## src/rtl/exc_judger_pipe.sv

```systemverilog
// ----------------------------------------------------------------------------
// exc_judger_pipe
//
// Purpose:
//   Classifies the instruction in the E stage against a configurable memory
//   map. The classes are interrupt, AdEL, AdES, RI and Ov. The resulting
//   ExcCode is registered into the M stage together with the valid bit and
//   the side data. A sticky capture register then holds the first M-stage
//   exception until CP0 acknowledges it. Exceptions that arrive while the
//   capture register is occupied are counted in a saturating counter.
//
// Ports:
//   clk            rising-edge clock
//   reset_n        asynchronous active-low reset
//   stall          hold the M registers
//   flush          load a bubble into M (valid=0, code=31); wins over stall
//   valid_E        E slot holds a real instruction
//   wrongpc_E      fetch PC misaligned or out of range
//   unknown_E      reserved instruction
//   overflow_E     ALU signed overflow
//   is_load_E      load instruction
//   is_store_E     store instruction
//   size_E         0 byte, 1 half, 2/3 word
//   alures_E       ALU result / effective address
//   pc_E, bd_E     instruction PC and delay-slot flag
//   int_req        external interrupt request
//   exc_ack        CP0 consumed the captured exception
//   code_M         M-stage ExcCode (0, 4, 5, 10, 12; 31 = none)
//   valid_M        M slot valid
//   exc_req        capture register holds an unacknowledged exception
//   exc_code       captured ExcCode
//   exc_epc        captured EPC (pc-4 for delay-slot instructions)
//   exc_badvaddr   captured faulting address
//   exc_bd         captured delay-slot flag
//   drop_cnt       saturating count of exceptions lost while exc_req=1
// ----------------------------------------------------------------------------
module exc_judger_pipe #(
    parameter logic [31:0]           DM_LIMIT   = 32'h0000_2fff,
    parameter int                    NUM_DEV    = 2,
    parameter logic [NUM_DEV*32-1:0] DEV_BASE   = {32'h0000_7f10, 32'h0000_7f00},
    parameter int                    DEV_SPAN   = 12,
    parameter int                    DEV_RO_OFF = 8,
    parameter int                    DROP_W     = 4
) (
    input  logic              clk,
    input  logic              reset_n,
    input  logic              stall,
    input  logic              flush,
    input  logic              valid_E,
    input  logic              wrongpc_E,
    input  logic              unknown_E,
    input  logic              overflow_E,
    input  logic              is_load_E,
    input  logic              is_store_E,
    input  logic [1:0]        size_E,
    input  logic [31:0]       alures_E,
    input  logic [31:0]       pc_E,
    input  logic              bd_E,
    input  logic              int_req,
    input  logic              exc_ack,
    output logic [4:0]        code_M,
    output logic              valid_M,
    output logic              exc_req,
    output logic [4:0]        exc_code,
    output logic [31:0]       exc_epc,
    output logic [31:0]       exc_badvaddr,
    output logic              exc_bd,
    output logic [DROP_W-1:0] drop_cnt
);

    localparam logic [4:0] CODE_INT  = 5'd0;
    localparam logic [4:0] CODE_ADEL = 5'd4;
    localparam logic [4:0] CODE_ADES = 5'd5;
    localparam logic [4:0] CODE_RI   = 5'd10;
    localparam logic [4:0] CODE_OV   = 5'd12;
    localparam logic [4:0] CODE_NONE = 5'd31;

    // ------------------------------------------------------------------
    // Device window decode. The compares are done on 33 bits, so a window
    // near the top of the address space does not wrap around to 0.
    // ------------------------------------------------------------------
    logic [NUM_DEV-1:0] dev_hit;
    logic [NUM_DEV-1:0] dev_ro;

    for (genvar gi = 0; gi < NUM_DEV; gi++) begin : g_dev
        logic [32:0] lo;
        logic [32:0] hi;
        logic [32:0] addr;
        logic [32:0] off;
        assign lo          = {1'b0, DEV_BASE[gi*32 +: 32]};
        assign hi          = lo + 33'(DEV_SPAN) - 33'd1;
        assign addr        = {1'b0, alures_E};
        assign off         = addr - lo;
        assign dev_hit[gi] = (addr >= lo) && (addr <= hi);
        assign dev_ro[gi]  = dev_hit[gi] && (off >= 33'(DEV_RO_OFF));
    end

    logic in_dm;
    logic in_dev;
    logic in_ro;
    logic is_word;
    logic misaligned;
    logic mem_bad;
    logic [4:0] code_e;

    assign in_dm   = (alures_E <= DM_LIMIT);
    assign in_dev  = |dev_hit;
    assign in_ro   = |dev_ro;
    // A size of 3 is illegal and is treated as a word access.
    assign is_word = size_E[1];

    always_comb begin
        misaligned = 1'b0;
        if (is_word)
            misaligned = (alures_E[1:0] != 2'b00);
        else if (size_E == 2'd1)
            misaligned = alures_E[0];
    end

    // These fault rules are shared by loads and stores. A store has one
    // more rule: a read-only device offset also faults.
    assign mem_bad = misaligned || overflow_E || !(in_dm || in_dev) ||
                     (in_dev && !is_word);

    // Priority chain. The first match wins.
    always_comb begin
        code_e = CODE_NONE;
        if (!valid_E)
            code_e = CODE_NONE;
        else if (int_req)
            code_e = CODE_INT;
        else if (wrongpc_E)
            code_e = CODE_ADEL;
        else if (is_load_E && mem_bad)
            code_e = CODE_ADEL;
        else if (is_store_E && (mem_bad || in_ro))
            code_e = CODE_ADES;
        else if (unknown_E)
            code_e = CODE_RI;
        else if (overflow_E)
            code_e = CODE_OV;
    end

    // ------------------------------------------------------------------
    // E->M register
    // ------------------------------------------------------------------
    logic [4:0]  code_m_q;
    logic        valid_m_q;
    logic [31:0] pc_m_q;
    logic        bd_m_q;
    logic [31:0] bad_m_q;

    always_ff @(posedge clk or negedge reset_n) begin
        if (!reset_n) begin
            code_m_q  <= CODE_NONE;
            valid_m_q <= 1'b0;
            pc_m_q    <= '0;
            bd_m_q    <= 1'b0;
            bad_m_q   <= '0;
        end else if (flush) begin
            code_m_q  <= CODE_NONE;
            valid_m_q <= 1'b0;
            pc_m_q    <= '0;
            bd_m_q    <= 1'b0;
            bad_m_q   <= '0;
        end else if (!stall) begin
            code_m_q  <= code_e;
            valid_m_q <= valid_E;
            pc_m_q    <= pc_E;
            bd_m_q    <= bd_E;
            // A fetch fault reports the PC. Any other fault reports the
            // effective address.
            bad_m_q   <= wrongpc_E ? pc_E : alures_E;
        end
    end

    assign code_M  = code_m_q;
    assign valid_M = valid_m_q;

    // ------------------------------------------------------------------
    // Capture FSM
    // ------------------------------------------------------------------
    typedef enum logic {IDLE, HELD} cap_state_t;

    cap_state_t        state_q;
    logic              exc_req_q;
    logic [4:0]        exc_code_q;
    logic [31:0]       exc_epc_q;
    logic [31:0]       exc_bad_q;
    logic              exc_bd_q;
    logic [DROP_W-1:0] drop_q;

    logic        m_exc;
    logic [31:0] epc_d;

    assign m_exc = valid_m_q && (code_m_q != CODE_NONE);
    assign epc_d = bd_m_q ? (pc_m_q - 32'd4) : pc_m_q;

    always_ff @(posedge clk or negedge reset_n) begin
        if (!reset_n) begin
            state_q    <= IDLE;
            exc_req_q  <= 1'b0;
            exc_code_q <= CODE_NONE;
            exc_epc_q  <= '0;
            exc_bad_q  <= '0;
            exc_bd_q   <= 1'b0;
            drop_q     <= '0;
        end else begin
            case (state_q)
                IDLE: begin
                    if (m_exc) begin
                        state_q    <= HELD;
                        exc_req_q  <= 1'b1;
                        exc_code_q <= code_m_q;
                        exc_epc_q  <= epc_d;
                        exc_bad_q  <= bad_m_q;
                        exc_bd_q   <= bd_m_q;
                    end
                end
                HELD: begin
                    if (exc_ack) begin
                        // A new exception in the cycle of the ack is taken
                        // directly, with no pass through IDLE.
                        if (m_exc) begin
                            exc_code_q <= code_m_q;
                            exc_epc_q  <= epc_d;
                            exc_bad_q  <= bad_m_q;
                            exc_bd_q   <= bd_m_q;
                        end else begin
                            state_q   <= IDLE;
                            exc_req_q <= 1'b0;
                        end
                    end else if (m_exc && (drop_q != {DROP_W{1'b1}})) begin
                        drop_q <= drop_q + 1'b1;
                    end
                end
                default: begin
                    state_q   <= IDLE;
                    exc_req_q <= 1'b0;
                end
            endcase
        end
    end

    assign exc_req      = exc_req_q;
    assign exc_code     = exc_code_q;
    assign exc_epc      = exc_epc_q;
    assign exc_badvaddr = exc_bad_q;
    assign exc_bd       = exc_bd_q;
    assign drop_cnt     = drop_q;

endmodule
```

## config.mk

```make
export PLATFORM = sky130hd
export DESIGN_NAME = exc_judger_pipe
export DESIGN_NICKNAME = d
export VERILOG_FILES = /design/src/rtl/exc_judger_pipe.sv
export SDC_FILE = /design/constraint.sdc
export NUM_CORES = 1
export LEC_CHECK = 0
export CORE_AREA = 8 8 129 131
export CTS_BUF_LIST = sky130_fd_sc_hd__clkbuf_4 sky130_fd_sc_hd__clkbuf_8
export DETAILED_ROUTE_END_ITERATION = 10
export DIE_AREA = 0 0 137 139
export PLACE_DENSITY = 0.91
export RECOVER_POWER = 50
export SLEW_MARGIN = 20
export SYNTH_ARGS = -nofsm -noshare
export SYNTH_HDL_FRONTEND = slang
export SYNTH_SLANG_ARGS = --single-unit
```

## constraint.sdc

```tcl
create_clock -name clk -period 3.63 [get_ports clk]
set_input_delay 0.363 -clock clk [delete_from_list [all_inputs] [get_ports clk]]
set_output_delay 0.363 -clock clk [all_outputs]
set_load 0.02 [all_outputs]
```

Word-level counts from Yosys, hierarchy flattened:

Cells that the tools add are included.

* register bits: 147
* latch bits: 0
* memory bits (writable): 0
* bits in read-only memories: 0
* input bits: 79
* output and inout bits: 81
* word-level logic and storage cells: 93
* memories kept: 0

* $add $sub $neg: 4
* multiply operators: 0
* divide/modulo/power cells: 0
* $lt $le $gt $ge: 7
* eq/ne operators: 7
* shift-type cells: 0
* muxes and demuxes: 40
* bitwise logic cells: 2
* reductions and logical operators: 21

Operators by type and width (number)
* 2-to-1 mux 32 bit: 10
* case mux 32 bit (2 select lines): 2
* >= comparator 33 x 4 -> 1 bit (second input constant): 2
* subtractor 32 x 15 -> 33 bit (second input constant): 2
* >= comparator 32 x 15 -> 1 bit (second input constant): 2
* <= comparator 32 x 15 -> 1 bit (second input constant): 2
* 2-to-1 mux 5 bit: 11
* <= comparator 32 x 14 -> 1 bit (second input constant): 1
* subtractor 32 x 3 -> 32 bit (second input constant): 1
* 2-to-1 mux 1 bit: 13
* case mux 5 bit (2 select lines): 1
* logical AND 1 bit: 9
* != test 2 bit (second input constant): 3
* case mux 1 bit (2 select lines): 3
* AND reduction 3 bit: 2
* logical OR 1 bit: 5
* != test 5 bit (second input constant): 1
* adder 4 x 1 -> 4 bit (second input constant): 1
* != test 4 bit (second input constant): 1
* OR reduction 2 bit: 2
* == test 2 x 1 -> 1 bit (second input constant): 1
* zero test 1 bit: 2
* != test 2 x 1 -> 1 bit (second input constant): 1
* NOT 1 bit: 2
* nonzero test 2 bit: 1

Logic depth before layout (Yosys ltp):

Gate-level depths: netlist (run 1).

* depth after elaboration: 16
* gate-level depth with buffers: 11
* mapped depth without buffers: 10

Worst setup path before layout (run 1):

Ideal clock, no wire load.

* path type: input to register
* start point: input alures_E[3]
* end point: register code_m_q[4] (netlist: code_M[4])
* setup time: 75 ps
* data arrival time: 2655 ps
* data required time: 3555 ps
* path slack: 900 ps
* stages on the path: 9
* path buffers: 1
* cell sequence: buf_6 or4b_1 nor4_1 nand4_1 or4_1 or4_4 o211ai_2 a31oi_2 nor3_2

* word-level cells in the longest chain between the ends: 16
* elaborated cells on any way between the ends: 30
* those cells by class: add/sub: 2; order compare: 7; mux: 7; reduce/logical: 14

RTL lines
* start: declaration: line 56 `input logic [31:0] alures_E,`
* parallel branches: the longest is 10 deep, another holds subtractor 32 x 15 -> 33 bit
* 2-to-1 mux 5 bit (*): line 134 `else if (is_load_E && mem_bad)`
* 2-to-1 mux 5 bit (*): line 132 `else if (wrongpc_E)`
* 2-to-1 mux 5 bit (*): line 130 `else if (int_req)`
* 2-to-1 mux 5 bit (*): line 128 `if (!valid_E)`
* 2-to-1 mux 5 bit (*): line 166 `end else if (!stall) begin`
* 2-to-1 mux 5 bit (*): line 160 `end else if (flush) begin`
* end signal: assignment: line 167 `code_m_q <= code_e;`
* end: declaration: line 147 `logic [4:0] code_m_q;`

Every way passes the cells marked *. The select of a mux whose other input is x is not followed.
A chain may end at the register's enable or synchronous reset.

Worst setup path in the final report (run 1):

* start point: input stall
* end point: register pc_m_q[29]

* word-level cells in the longest chain between the ends: 1

RTL lines
* start: declaration: line 47 `input logic stall,`
* != test 2 x 1 -> 1 bit (no line)
* end signal: assignment: line 169 `pc_m_q <= pc_E;`
* end: declaration: line 149 `logic [31:0] pc_m_q;`

No other way between the ends.

==> summary by stage, run 1 <==
Outcome
The flow ran to the end, but the final reports show violations. The final reports fail on capacitance limit, slew limit.

Timing
The achievable frequency is ~340 MHz. Across all hold checks on the routed design, the worst slack comes to around 0.44 ns. The slew at the pin with the worst max-slew slack is approximately 2.9 ns.

The clock arrives with around 0.01 ns of skew. Setup repair after global routing left no endpoint under its margin. The total setup violations reported at the end of the flow is 0. In the post-route analysis, the smallest setup slack over all paths is about 0.66 ns.

After layout, the worst path uses 81.82% of the clock period. Subtracting the final worst setup slack from the clock period gives between 2 and 3 ns. The number of pins exceeding their max-slew limit in the final report is between 150 and 200. The number of failing hold endpoints at the final stage is 0. In this run the tightest slew margin relative to its limit is -90.75%.

Summed over all failing endpoints, the final setup total negative slack is 0 ns.

Floorplan
The I/O pin count is 160. For this configuration, the core starts out at a cell density of between 50% and 60%. The floorplan step defined a die boundary enclosing ~19000 sq um. The floorplan has 45 rows.

The vertical die dimension is around 140 um. The core region is around 15000 sq um. The width of the die is approximately 140 um.

Logic synthesis
Summed over its instances, the top area cell type makes up between 40% and 50% of the synthesized netlist area. In the post-synthesis netlist, the biggest area contributors are sky130_fd_sc_hd__dfrtp_1, sky130_fd_sc_hd__mux2i_1, sky130_fd_sc_hd__nor2_1. The average instance in the mapped netlist occupies 9.954 sq um. The cell count after synthesis is 762.

The synthesized design contains 0 enable-type register cells. The area of the mapped netlist is between 7000 and 8000 sq um. The most used flip-flop cell after synthesis is sky130_fd_sc_hd__dfrtp_1. The async set-or-reset flop fraction in the synthesized netlist is 100.0%. Counting every net in the synthesized netlist gives 847. The library cell with the largest summed area after synthesis is sky130_fd_sc_hd__dfrtp_1. The number of warnings printed during yosys synthesis is 0. The distinct cell type count after synthesis is 66.

The number of synthesized register bits is about 150. Summing the sequential cell areas from Yosys gives 48.66% of the chip area.

Critical path
The launch instance of the worst register-to-register path is pc_m_q[2]$_DFFE_PN0P_. For the worst setup path, the data arrival time is ~3.3 ns. STA classifies the critical path startpoint as a primary input. The worst setup path is captured at a flip-flop.

The origin of the worst setup path is stall. The required time of the critical path is around 3.9 ns. In this run the worst path has a maximum fanout of 59.

The category of the most critical setup path is in2reg.

Clocking
Counting every sink on the clock net gives 147. TritonCTS built the clock tree. The clock latency on the worst-skew pair is 0.44 ns.

No sink is reached through more buffers than the 2 on the longest clock path. After clock tree synthesis, the setup repair step added 0 buffers. The number of buffers added by the clock tree synthesis step is 17.

The hold buffer count at CTS is 0. The number of instances resized during post-cts repair is 0. The root buffer cell chosen for the clock tree is sky130_fd_sc_hd__clkbuf_8. After clock tree synthesis, the clock-pin slew on the worst setup and hold paths is approximately 0.08 ns. CTS built an H-tree with a depth of 4.

Power
For this design the total switching power over the nets is about 1500 uW. The share of total power dissipated in combinational logic is 28.0%. The internal power contribution is about 3400 uW. The clock network accounts for between 20% and 30% of the total power. The cell leakage power is roughly 0.0043 uW. Net switching is just over 30% of the power. The register share of total power is between 40 and 50%. The ratio of total power to cell area is 490.5 nW/um^2. The peak supply drop is ~0.33 mV.

Placed design
The minimum setup slack after placement is about 0.23 ns. The post-DP HPWL is roughly 16000 um. The congestion estimate from routability-driven global placement came to 0.9346. The number of placed instances, taps included, is between 1000 and 1500. The port buffer count is about 160.

Global route
Entering global routing, the biggest net connects 96 pins. The aggregate global-route resource usage is approximately 22%. The via count of the first global-routing pass is 6478. Global routing finished with a remaining overflow of 0. The number of antenna violations at the first check in global routing was 0. The first global-routing pass estimated approximately 34000 um of wire.

Cells and area
The final layout contains 1008 nets. The diode insertion count for antenna repair is 0. The proportion of layout cells with a drive suffix above 1 is a little over an eighth. The post-synthesis to final-layout area growth is 30.53%. The non-filler instance count after layout is between 1000 and 1500.

Drt
After the first detailed-routing iteration, the DRC count stood at 483. After detailed routing, the total wire length is between 20000 and 25000 um. The average wire length per cell after detail routing is 18.87 um. Summing over every cut layer, the via total after detailed routing is around 6400. The detailed-route DRC error count is 0.

The first detailed-routing pass ran for 5 iterations. Using the TritonRoute via totals, the vias-per-cell ratio works out to approximately 5.7. The count of nets left with antenna violations once routing finished came out at 0.

Flow run
The number of max-cap violations is 2.

Worst hold path
The type of the most critical hold path is in2reg. The launch point of the worst hold path is flush.
==> logic make-up after synthesis <==
group           share of synthesized area [%]
simple gates                            18.28
flops                                   48.66
compound gates                          9.997
mux                                     14.93
buf+inv                                 2.738
xor+xnor                                4.273
fa+ha+maj                               1.122
==> flip-flops by register name, summed over array words and instances, names as in the netlist <==
signal and cells:
pc_m_q 32, exc_code 5, exc_bd 1, code_M 5, bd_m_q 1, state_q 1, drop_cnt 4, bad_m_q 32
exc_badvaddr 32, exc_req 1, exc_epc 32, valid_M 1
==> power groups by stage <==
stage,Combinational (uW),Sequential (uW),Clock (uW)
after detailed placement,1370,2090,0
final,1360,2060,1440
after floorplan,410,2330,0
after global placement,1340,2070,0
after CTS,1380,2060,1460
after global routing,1460,2100,1530
==> worst max-delay path: stages <==
cell and delay [ns]:
sky130_fd_sc_hd__clkbuf_1 1.99, sky130_fd_sc_hd__buf_4 0.58, sky130_fd_sc_hd__mux2i_1 0.25, sky130_fd_sc_hd__nor2_1 0.06
==> path summary, 6_finish.rpt <==
kind,end,slack (ns),cells past startpoint
hold / removal,bad_m_q[5]$_DFFE_PN0P_,0.44,2
setup / recovery,pc_m_q[29]$_DFFE_PN0P_,0.66,4
min in group asynchronous,drop_cnt[2]$_DFFE_PN0P_,0.62,1
setup reg to reg,exc_epc[28]$_DFFE_PN0P_,0.75,10
max in group asynchronous,exc_badvaddr[12]$_DFFE_PN0P_,1.59,1
hold reg to reg,exc_req$_DFFE_PN0P_,0.45,1
==> layout by cell type (no fill, tap or decap), types with 5 or more instances in the layout <==
cell / n
sky130_fd_sc_hd__mux2i_1: 67
sky130_fd_sc_hd__mux2_2: 41
sky130_fd_sc_hd__o21ai_0: 32
sky130_fd_sc_hd__dfstp_2: 9
sky130_fd_sc_hd__clkdlybuf4s50_1: 155
sky130_fd_sc_hd__nor3_1: 13
sky130_fd_sc_hd__xor2_1: 14
sky130_fd_sc_hd__nand2b_1: 5
sky130_fd_sc_hd__ha_1: 6
sky130_fd_sc_hd__nor2_1: 131
sky130_fd_sc_hd__xnor2_1: 23
sky130_fd_sc_hd__clkbuf_8: 20
sky130_fd_sc_hd__buf_4: 23
sky130_fd_sc_hd__nand3_1: 6
sky130_fd_sc_hd__nor4_1: 15
sky130_fd_sc_hd__inv_1: 10
sky130_fd_sc_hd__a211oi_1: 5
sky130_fd_sc_hd__nand4_1: 11
sky130_fd_sc_hd__dfrtp_1: 137
sky130_fd_sc_hd__or4_1: 6
sky130_fd_sc_hd__o21ai_1: 9
sky130_fd_sc_hd__nand2_1: 58
sky130_fd_sc_hd__a21oi_1: 42
==> Yosys cell counts (all sizes together), types with 10 or more instances <==
library cell and instances:
a21oi 42, nand4 11, mux2i 67, mux2 41, dfrtp 137, dfstp 10, inv 10, nor4 17
xor2 14, clkbuf 35, nand2 58, nor2 131, o21ai 41, nor3 16, xnor2 23
==> metrics by stage <==
stage / util (%) / power (uW) / cell area (sq um)
after floorplan: - / 2735 / 7585
after detailed placement: 64.11 / 3468 / 9458
final: 67.12 / 4857 / 9901
after global placement: 64.11 / 3419 / 9458
after global routing: 67.12 / 5087 / 9901
after CTS: 67.21 / 4903 / 9915
==> area by class of cell <==
class / instances / area (sq um)
Clock buffer: 21 / 282.8
Clock inverter: 11 / 173.9
Fill cell: 1138 / 4851
Inverter: 10 / 37.54
Multi-Input combinational cell: 562 / 3694
Sequential cell: 147 / 3691
Tap cell: 188 / 235.2
Timing Repair Buffer: 185 / 1787
==> routing by layer <==
layer	vias up	share of wire [%]	global-route usage (%)
li1	3018	-	-
met1	3107	44	29.80
met2	199	48	36.10
met3	30	6.8	5.000
met4	0	1.3	6.178
met5	-	0	0
No activity file was read; power rests on OpenSTA's default activity.
==> run 2, diff against run 1 <==
clock period = 2.95 ns   (was 3.63 ns; I/O delays follow)
==> run 2 against run 1 <==
Effect of this change:
- the flow still finishes with violations (capacitance limit, slew limit)
- first-iteration DRC count decreased by 12%
- design area increased by 4.1%
- clock-buffer cell count increased by 2
- sequential power increased by 23%
==> summary by stage, run 2 (synthesized netlist as in run 1, its figures left out) <==
Timing
The worst path in the final design needs a cycle of between 2 and 3 ns, including I/O delays and setup. The final critical-path setup slack is between 0.07 and 0.08 ns. For this run, the top clock speed supported by timing is 347.7 MHz. The total setup violations reported at the end of the flow is 0. Adding up every negative setup slack in the final design gives 0 ns. The slew at the pin with the worst max-slew slack is 2.414 ns. The number of failing hold endpoints at the final stage is 0. In this run the tightest slew margin relative to its limit is -60.94%. The tightest hold path in the finished design has a slack of between 0.3 and 0.4 ns. Of the available clock period, the critical path in the final layout requires 97.49%.

The number of pins exceeding their max-slew limit in the final report is 118. Between clock sinks in the finished design, the worst skew comes to between 0.015 and 0.02 ns. Setup repair after global routing left no endpoint under its margin.

Placed design
Input and output buffers added on the ports amount to approximately 160. The post-DP HPWL is about 17000 um. The number of placed cells counting well taps is 1144. The minimum setup slack after placement is -0.3768 ns. At the end of routability-driven placement, the weighted congestion stood at 0.9276.

Critical path
The slowest stage of the critical path belongs to the cell sky130_fd_sc_hd__or4b_1. Along the worst path, the maximum fanout reaches 2. Among cell families on the critical path, the largest total delay comes from simple AND/OR/NAND/NOR gates. The number of buffers and inverters on the critical path is 1. The signal on the critical path passes through clkdlybuf4s50_1 > or4b_1 > nor4_1 > nand4_1 > or4_1 > or4_4 > a21o_1 > o21ai_1 > a21oi_1. STA puts the critical path data required time at approximately 3.3 ns. The critical path's largest stage delay is between 0.5 and 0.6 ns. The worst setup path is captured at a flip-flop. For the worst setup path, the data arrival time is about 3.2 ns.

The startpoint type of the worst setup path is a primary input. The critical path is of the in2reg type.

Cells and area
The diode insertion count for antenna repair is 0. The top cell types in the final layout, fill and taps aside, are sky130_fd_sc_hd__clkdlybuf4s50_1, sky130_fd_sc_hd__dfrtp_1, sky130_fd_sc_hd__nor2_1, sky130_fd_sc_hd__buf_4, sky130_fd_sc_hd__mux2i_1. The proportion of layout cells with a drive suffix above 1 is between 10% and 20%. The library cell used most frequently in the layout, excluding fill and tap cells, is sky130_fd_sc_hd__clkdlybuf4s50_1.

The finished layout holds ~1200 standard cells, fillers aside. The count of fill cells added during filler insertion is 1090. The net count of the finished layout is about 1100. The post-synthesis to final-layout area growth is 35.88%.

Global route
The via count of the first global-routing pass is 6723. The first global-routing pass estimated about 35000 um of wire. The global-route congestion overflow total is 0. The number of antenna violations at the first check in global routing is 1. Global routing consumed, over all layers together, 23.61% of the routing resources. Entering global routing, the biggest net connects about 100 pins.

Clocking
The cell at the root of the clock tree is sky130_fd_sc_hd__clkbuf_8. The H-tree generated during clock tree synthesis spans 4 levels. The CTS tree is yes. The clock net in this run drives a total of 147 sinks. The clock passes through at most 2 buffers. Clock tree synthesis inserted a total of 17 buffers. The clock-pin slew on the worst setup and hold paths is 0.08 ns.

The clock latency on the worst-skew pair is between 0.4 and 0.5 ns.

Floorplan
The starting density of the core is roughly 51%. The floorplan step set the die width to 137 um. The die is 139 um tall. Pin placement for this block handled 160 I/O pins. The die covers ~19000 sq um.

The area of the placeable core is 14750 sq um. The number of rows created at floorplan is 45.

Drt
The routed layout has 6531 vias. Dividing the detail-routed via count by the number of cells gives 5.549. Wires add up to 22030 um.

In the final routed layout, each cell accounts on average for roughly 19 um. In the routed design, unresolved DRC markers number 0. The iteration-0 DRC count of the detailed router is between 400 and 500. The number of search-and-repair iterations in the first detailed-routing pass is 5. The count of nets left with antenna violations once routing finished came out at 0.

Power
The cell leakage power is around 0.0046 uW. For this design the ratio of total power to cell area is ~570 nW/um^2. The total power after layout is 5848 uW.

Across the VDD grid, the largest voltage drop is 0.3721 mV.

Flow run
Max-cap violations in this run came to 2.

Outcome
The run finished, with violations left. The checks that failed: capacitance limit, slew limit.

Worst hold path
The tightest min-delay check is of the in2reg type.
[run 2: cell types whose count changed in the layout (fill, tap and decap cells not counted), moves of 2 or more]
cell / delta
sky130_fd_sc_hd__buf_12: +2
sky130_fd_sc_hd__bufinv_16: -2
sky130_fd_sc_hd__clkinvlp_4: -2
sky130_fd_sc_hd__buf_4: +51
sky130_fd_sc_hd__clkinv_2: +3
sky130_fd_sc_hd__clkbuf_4: +2
[run 2: final cells by class]
cell class,instances,area (sq um),share of cell area [%]
multi-input combinational,562,3724,36.13
sequential,147,3691,35.81
timing repair buffer,238,2216,21.50
clock buffer,23,297.8,2.889
tap,188,235.2,2.282
clock inverter,9,105.1,1.020
inverter,10,37.54,0.3642
[run 2: worst paths after layout]
check	startpoint	to	slack, ns	depth (start not counted)
max	alures_E[17]	code_M[2]$_DFFE_PN1P_	0.07	9
min	flush	bad_m_q[3]$_DFFE_PN0P_	0.37	2
max reg2reg	pc_m_q[2]$_DFFE_PN0P_	exc_epc[26]$_DFFE_PN0P_	0.22	10
min reg2reg	state_q$_DFF_PN0_	exc_req$_DFFE_PN0P_	0.45	1
max in group asynchronous	reset_n	exc_badvaddr[9]$_DFFE_PN0P_	0.95	3
min in group asynchronous	reset_n	pc_m_q[24]$_DFFE_PN0P_	0.85	2
[run 2: worst register-to-register path, cell delays in order (launching register included)]
cell                       delay, ns
sky130_fd_sc_hd__dfrtp_1        0.43
sky130_fd_sc_hd__inv_1          0.08
sky130_fd_sc_hd__ha_1           0.16
sky130_fd_sc_hd__nand3b_1       0.14
sky130_fd_sc_hd__or3_1          0.45
sky130_fd_sc_hd__nand2b_1       0.21
sky130_fd_sc_hd__or4_4          0.49
sky130_fd_sc_hd__nor3b_4        0.29
sky130_fd_sc_hd__nand2_1        0.11
sky130_fd_sc_hd__xor2_1         0.19
sky130_fd_sc_hd__o21ai_1        0.08
[run 2: power by group]
part / switching [uW] / internal [uW]
Clock: 744 / 845
Combinational: 867 / 856
Sequential: 196 / 2340
Total: 1810 / 4040
[run 2: metrics by stage]
step	util, %	area, sq um
2_1_floorplan	-	7585
3_3_place_gp	66.93	9873
3_5_place_dp	66.93	9873
4_1_cts	69.78	10290
5_1_grt	69.86	10310
6_report	69.86	10310
[run 2: per-layer routing]
metal  part of all wire, %  up-vias  track usage, %
met1                    43     3151           29.82
met2                    48      221           38.21
li1                      -     3125               -
met5                 0.041        -               0
met3                   7.2       32           6.522
met4                   1.7        2           7.380
[run 2: what timing repair did]
item / CTS / global route
endpoints found under the setup margin: 1 / 6
setup buffers: 0 / 0
endpoints found under the hold margin: 58 / 0
gates resized for setup: 1 / 5
hold buffers: 1 / 0
cloned: 0 / 0
==> run 3, diff against run 2 <==
CORE_AREA = 8 8 135 137   (was 8 8 129 131)
CTS_CLUSTER_SIZE = 28   (was not set)
DIE_AREA = 0 0 143 145   (was 0 0 137 139)
PLACE_DENSITY = 0.87   (was 0.91)
clock period = 2.4 ns   (was 2.95 ns; I/O delays follow)
==> run 3 against run 2 <==
Effect of this change:
- the flow finishes with violations (capacitance limit, slew limit, setup timing)
- power is 22% higher
- worst setup slack worse by 0.17 ns
- hold slack worse by 0.15 ns
- first-iteration DRC count is 27% lower
- design area is 5.2% higher
- sequential power is 23% higher
- clock-buffer cell count is 3 lower
- routed wire length is 1.4% higher
- utilization is 2.8 points lower
==> summary by stage, run 3 (synthesized netlist as in run 1, its figures left out) <==
Drt
In the routed design, unresolved DRC markers number 0. The first routing iteration left a little over 300 violations. The average vias per placed instance is roughly 5.4. The count of antenna-violating nets left after detailed routing is 0. Detailed routing inserted a total of around 6700 vias. For this run, the detailed router's first-pass iteration total came to 6. The average wire length per cell after detail routing is between 15 and 20 um.

The wire length reported by the detailed router is between 20000 and 25000 um.

Global route
The via count of the first global-routing pass was between 6000 and 7000. The aggregate global-route resource usage is between 20% and 30%. The number of antenna violations at the first check in global routing is 2.

The layer flagged by global routing as most heavily used is met2. Entering global routing, the biggest net connects between 60 and 70 pins. The global-route congestion overflow total is 0. In the global route stage, met2 resource usage came out at a little over a third.

The fraction of met1 tracks used by global routing is 27.50%. The first global-routing pass estimated 35740 um of wire. For this run, global-route usage on met3 was measured as under 10%.

Timing
The accumulated negative setup slack is -0.8523 ns. The number of failing hold endpoints at the final stage is 0. Setup violations remaining at the end of the flow were counted as 13. The final critical-path setup slack is -0.09372 ns. The number of pins exceeding their max-slew limit in the final report came to 97.

At the pin with the least slew margin, the transition time is between 1.5 and 2 ns. Setup repair after global routing could not meet its margin everywhere. Dividing the final minimum period by the clock period gives 103.9%.

The post-layout minimum cycle time is around 2.5 ns. For the final database, setup skew stands at 0.01241 ns. The headroom to the max-slew limit is -6.548%. The achievable frequency is ~400 MHz.

Outcome
The checks that failed: capacitance limit, slew limit, setup timing. The flow ran to the end, but the final reports show violations.

Critical path
The data arrival at the endpoint of the critical path is 2.87 ns. STA classifies the critical path endpoint as a flip-flop. The largest single stage delay on the critical path is between 0.4 and 0.5 ns. Data on the critical path is required at its endpoint by about 2.8 ns. By startpoint and endpoint, the worst setup path is classified as reg2reg.

The slowest stage of the critical path belongs to the cell sky130_fd_sc_hd__or4_4. The launch instance of the worst register-to-register path is pc_m_q[2]$_DFFE_PN0P_. Traced cell by cell, the critical path runs through inv_1 > ha_2 > nand3b_1 > or3_4 > nand2b_4 > or4_4 > nor3b_4 > nand2_1 > xor2_1 > o21ai_1. The origin of the worst setup path is pc_m_q[2]$_DFFE_PN0P_. Along the worst path, the maximum fanout reaches 4.

The startpoint type of the worst setup path is a flip-flop.

Floorplan
The total die area is 20740 sq um. The area of the placeable core is 16170 sq um. The I/O pin count is 160. The starting density of the core is a little under half. The width of the die is 143 um.

After floorplanning, the core was divided into 47 placement rows. The die is about 150 um tall.

Cells and area
The non-filler instance count after layout is between 1000 and 1500. At the end of the flow, the number of nets in the layout was 1093. In the layout the commonest cells are sky130_fd_sc_hd__dfrtp_1, sky130_fd_sc_hd__clkdlybuf4s50_1, sky130_fd_sc_hd__nor2_1, sky130_fd_sc_hd__buf_4, sky130_fd_sc_hd__mux2i_1. Leaving out fill and tap cells, the most frequent cell in the layout is sky130_fd_sc_hd__dfrtp_1. The post-synthesis to final-layout area growth is 42.97%.

The count of fill cells added during filler insertion is roughly 1200. In the final layout, the share of cells above drive strength 1 is between 20% and 30%.

Power
The worst-case IR drop observed on VDD is ~0.4 mV. The cell leakage power is between 0.004 and 0.005 uW. The ratio of total power to cell area is about 660 nW/um^2.

Clocking
At the later pin of the worst-skew pair, clock insertion delay measures around 0.46 ns. The total clock sinks is 147. The clock-pin slew on the worst setup and hold paths is approximately 0.080 ns.

The CTS tree is yes. The maximum number of buffers from clock root to sink is 2. The cell sitting at the root of the clock tree is a sky130_fd_sc_hd__clkbuf_8. The H-tree was split into 4 levels. The number of buffers added by the clock tree synthesis step is 17.

Placed design
The wire-length estimate of the detail-placed layout is approximately 17000 um. The port buffer count is roughly 160. The global placement routability congestion is around 0.91. The number of placed cells counting well taps is 1197.

Flow run
The number of max-cap violations is 2.

Worst hold path
The startpoint identified for the worst hold timing path is alures_E[17]. The type of the most critical hold path is in2reg.
==> run 3: cell count changes in the layout (fill, tap and decap cells not counted), moves of 4 or more <==
cell	before	now
sky130_fd_sc_hd__buf_4	74	100
sky130_fd_sc_hd__clkbuf_2	1	5
sky130_fd_sc_hd__clkdlybuf4s50_1	155	134
sky130_fd_sc_hd__dlygate4sd2_1	0	5
sky130_fd_sc_hd__dlymetal6s2s_1	0	10
sky130_fd_sc_hd__nand2_1	58	54
sky130_fd_sc_hd__nand2_2	0	4
sky130_fd_sc_hd__nor2_1	131	127
sky130_fd_sc_hd__nor4_1	15	5
sky130_fd_sc_hd__nor4_2	2	8
sky130_fd_sc_hd__nor4_4	0	4
==> run 3: repair_timing <==
item / 4_1_cts / 5_1_grt
resized for setup: 36 / 60
hold endpoints to repair: 60 / 0
cloned: 0 / 0
setup buffers: 4 / 7
pin swaps: 18 / 23
setup endpoints to repair: 17 / 16
hold buffers: 1 / 0
==> run 3: critical path: cells and delay by family, from the launching register on <==
kind                       cells  cell delay [ns]
buffers and inverters          1             0.06
AOI/OAI and AO/OA              1             0.13
and+or+nand+nor                6             1.52
DFF                            1             0.38
xor gates and xnor gates       1             0.15
adders and majority gates      1             0.17
==> run 3: area by class of cell <==
type | count | area (sq um) | share of cell area (%)
clock buffer | 20 | 256.5 | 2.365
sequential | 147 | 3691 | 34.04
tap | 220 | 275.3 | 2.538
timing repair buffer | 270 | 2450 | 22.59
multi-input combinational | 562 | 4023 | 37.09
inverter | 10 | 37.54 | 0.3461
antenna | 2 | 5.005 | 0.04615
clock inverter | 12 | 106.4 | 0.9807
==> run 3: per-stage QoR <==
step           setup slack, ns  util [%]  area, sq um  hold WS (ns)  total power, uW
3_3_place_gp           -0.8054     62.58        10120        0.2621             5253
2_1_floorplan          -0.1804         -         7616      -0.05559             4141
6_report              -0.09372     67.06        10840        0.2216             7109
5_1_grt                -0.2414     67.06        10840        0.2558             7454
3_5_place_dp           -0.8809     62.58        10120        0.2621             5329
4_1_cts                -0.1185     65.76        10630        0.2332             7153
==> run 3: power breakdown <==
part	internal (uW)	switching [uW]
sequential	2870	238
clock	851	957
combinational	1090	1100
==> run 3: metal layers <==
| metal | vias to the layer above | part of all wire [%] |
|---|---|---|
| met5 | - | 0 |
| met4 | 0 | 1.5 |
| met3 | 26 | 6.3 |
| met2 | 213 | 48 |
| met1 | 3261 | 44 |
| li1 | 3189 | - |
==> run 3: final timing paths <==
kind,endpoint,slack [ns],cells past startpoint
setup reg to reg,exc_epc[28]$_DFFE_PN0P_,-0.09,10
hold reg to reg,exc_req$_DFFE_PN0P_,0.44,1
min in group asynchronous,exc_epc[29]$_DFFE_PN0P_,0.69,2
max in group asynchronous,exc_epc[8]$_DFFE_PN0P_,0.23,3
setup / recovery,exc_epc[28]$_DFFE_PN0P_,-0.09,10
hold / removal,bad_m_q[17]$_DFFE_PN0P_,0.22,5
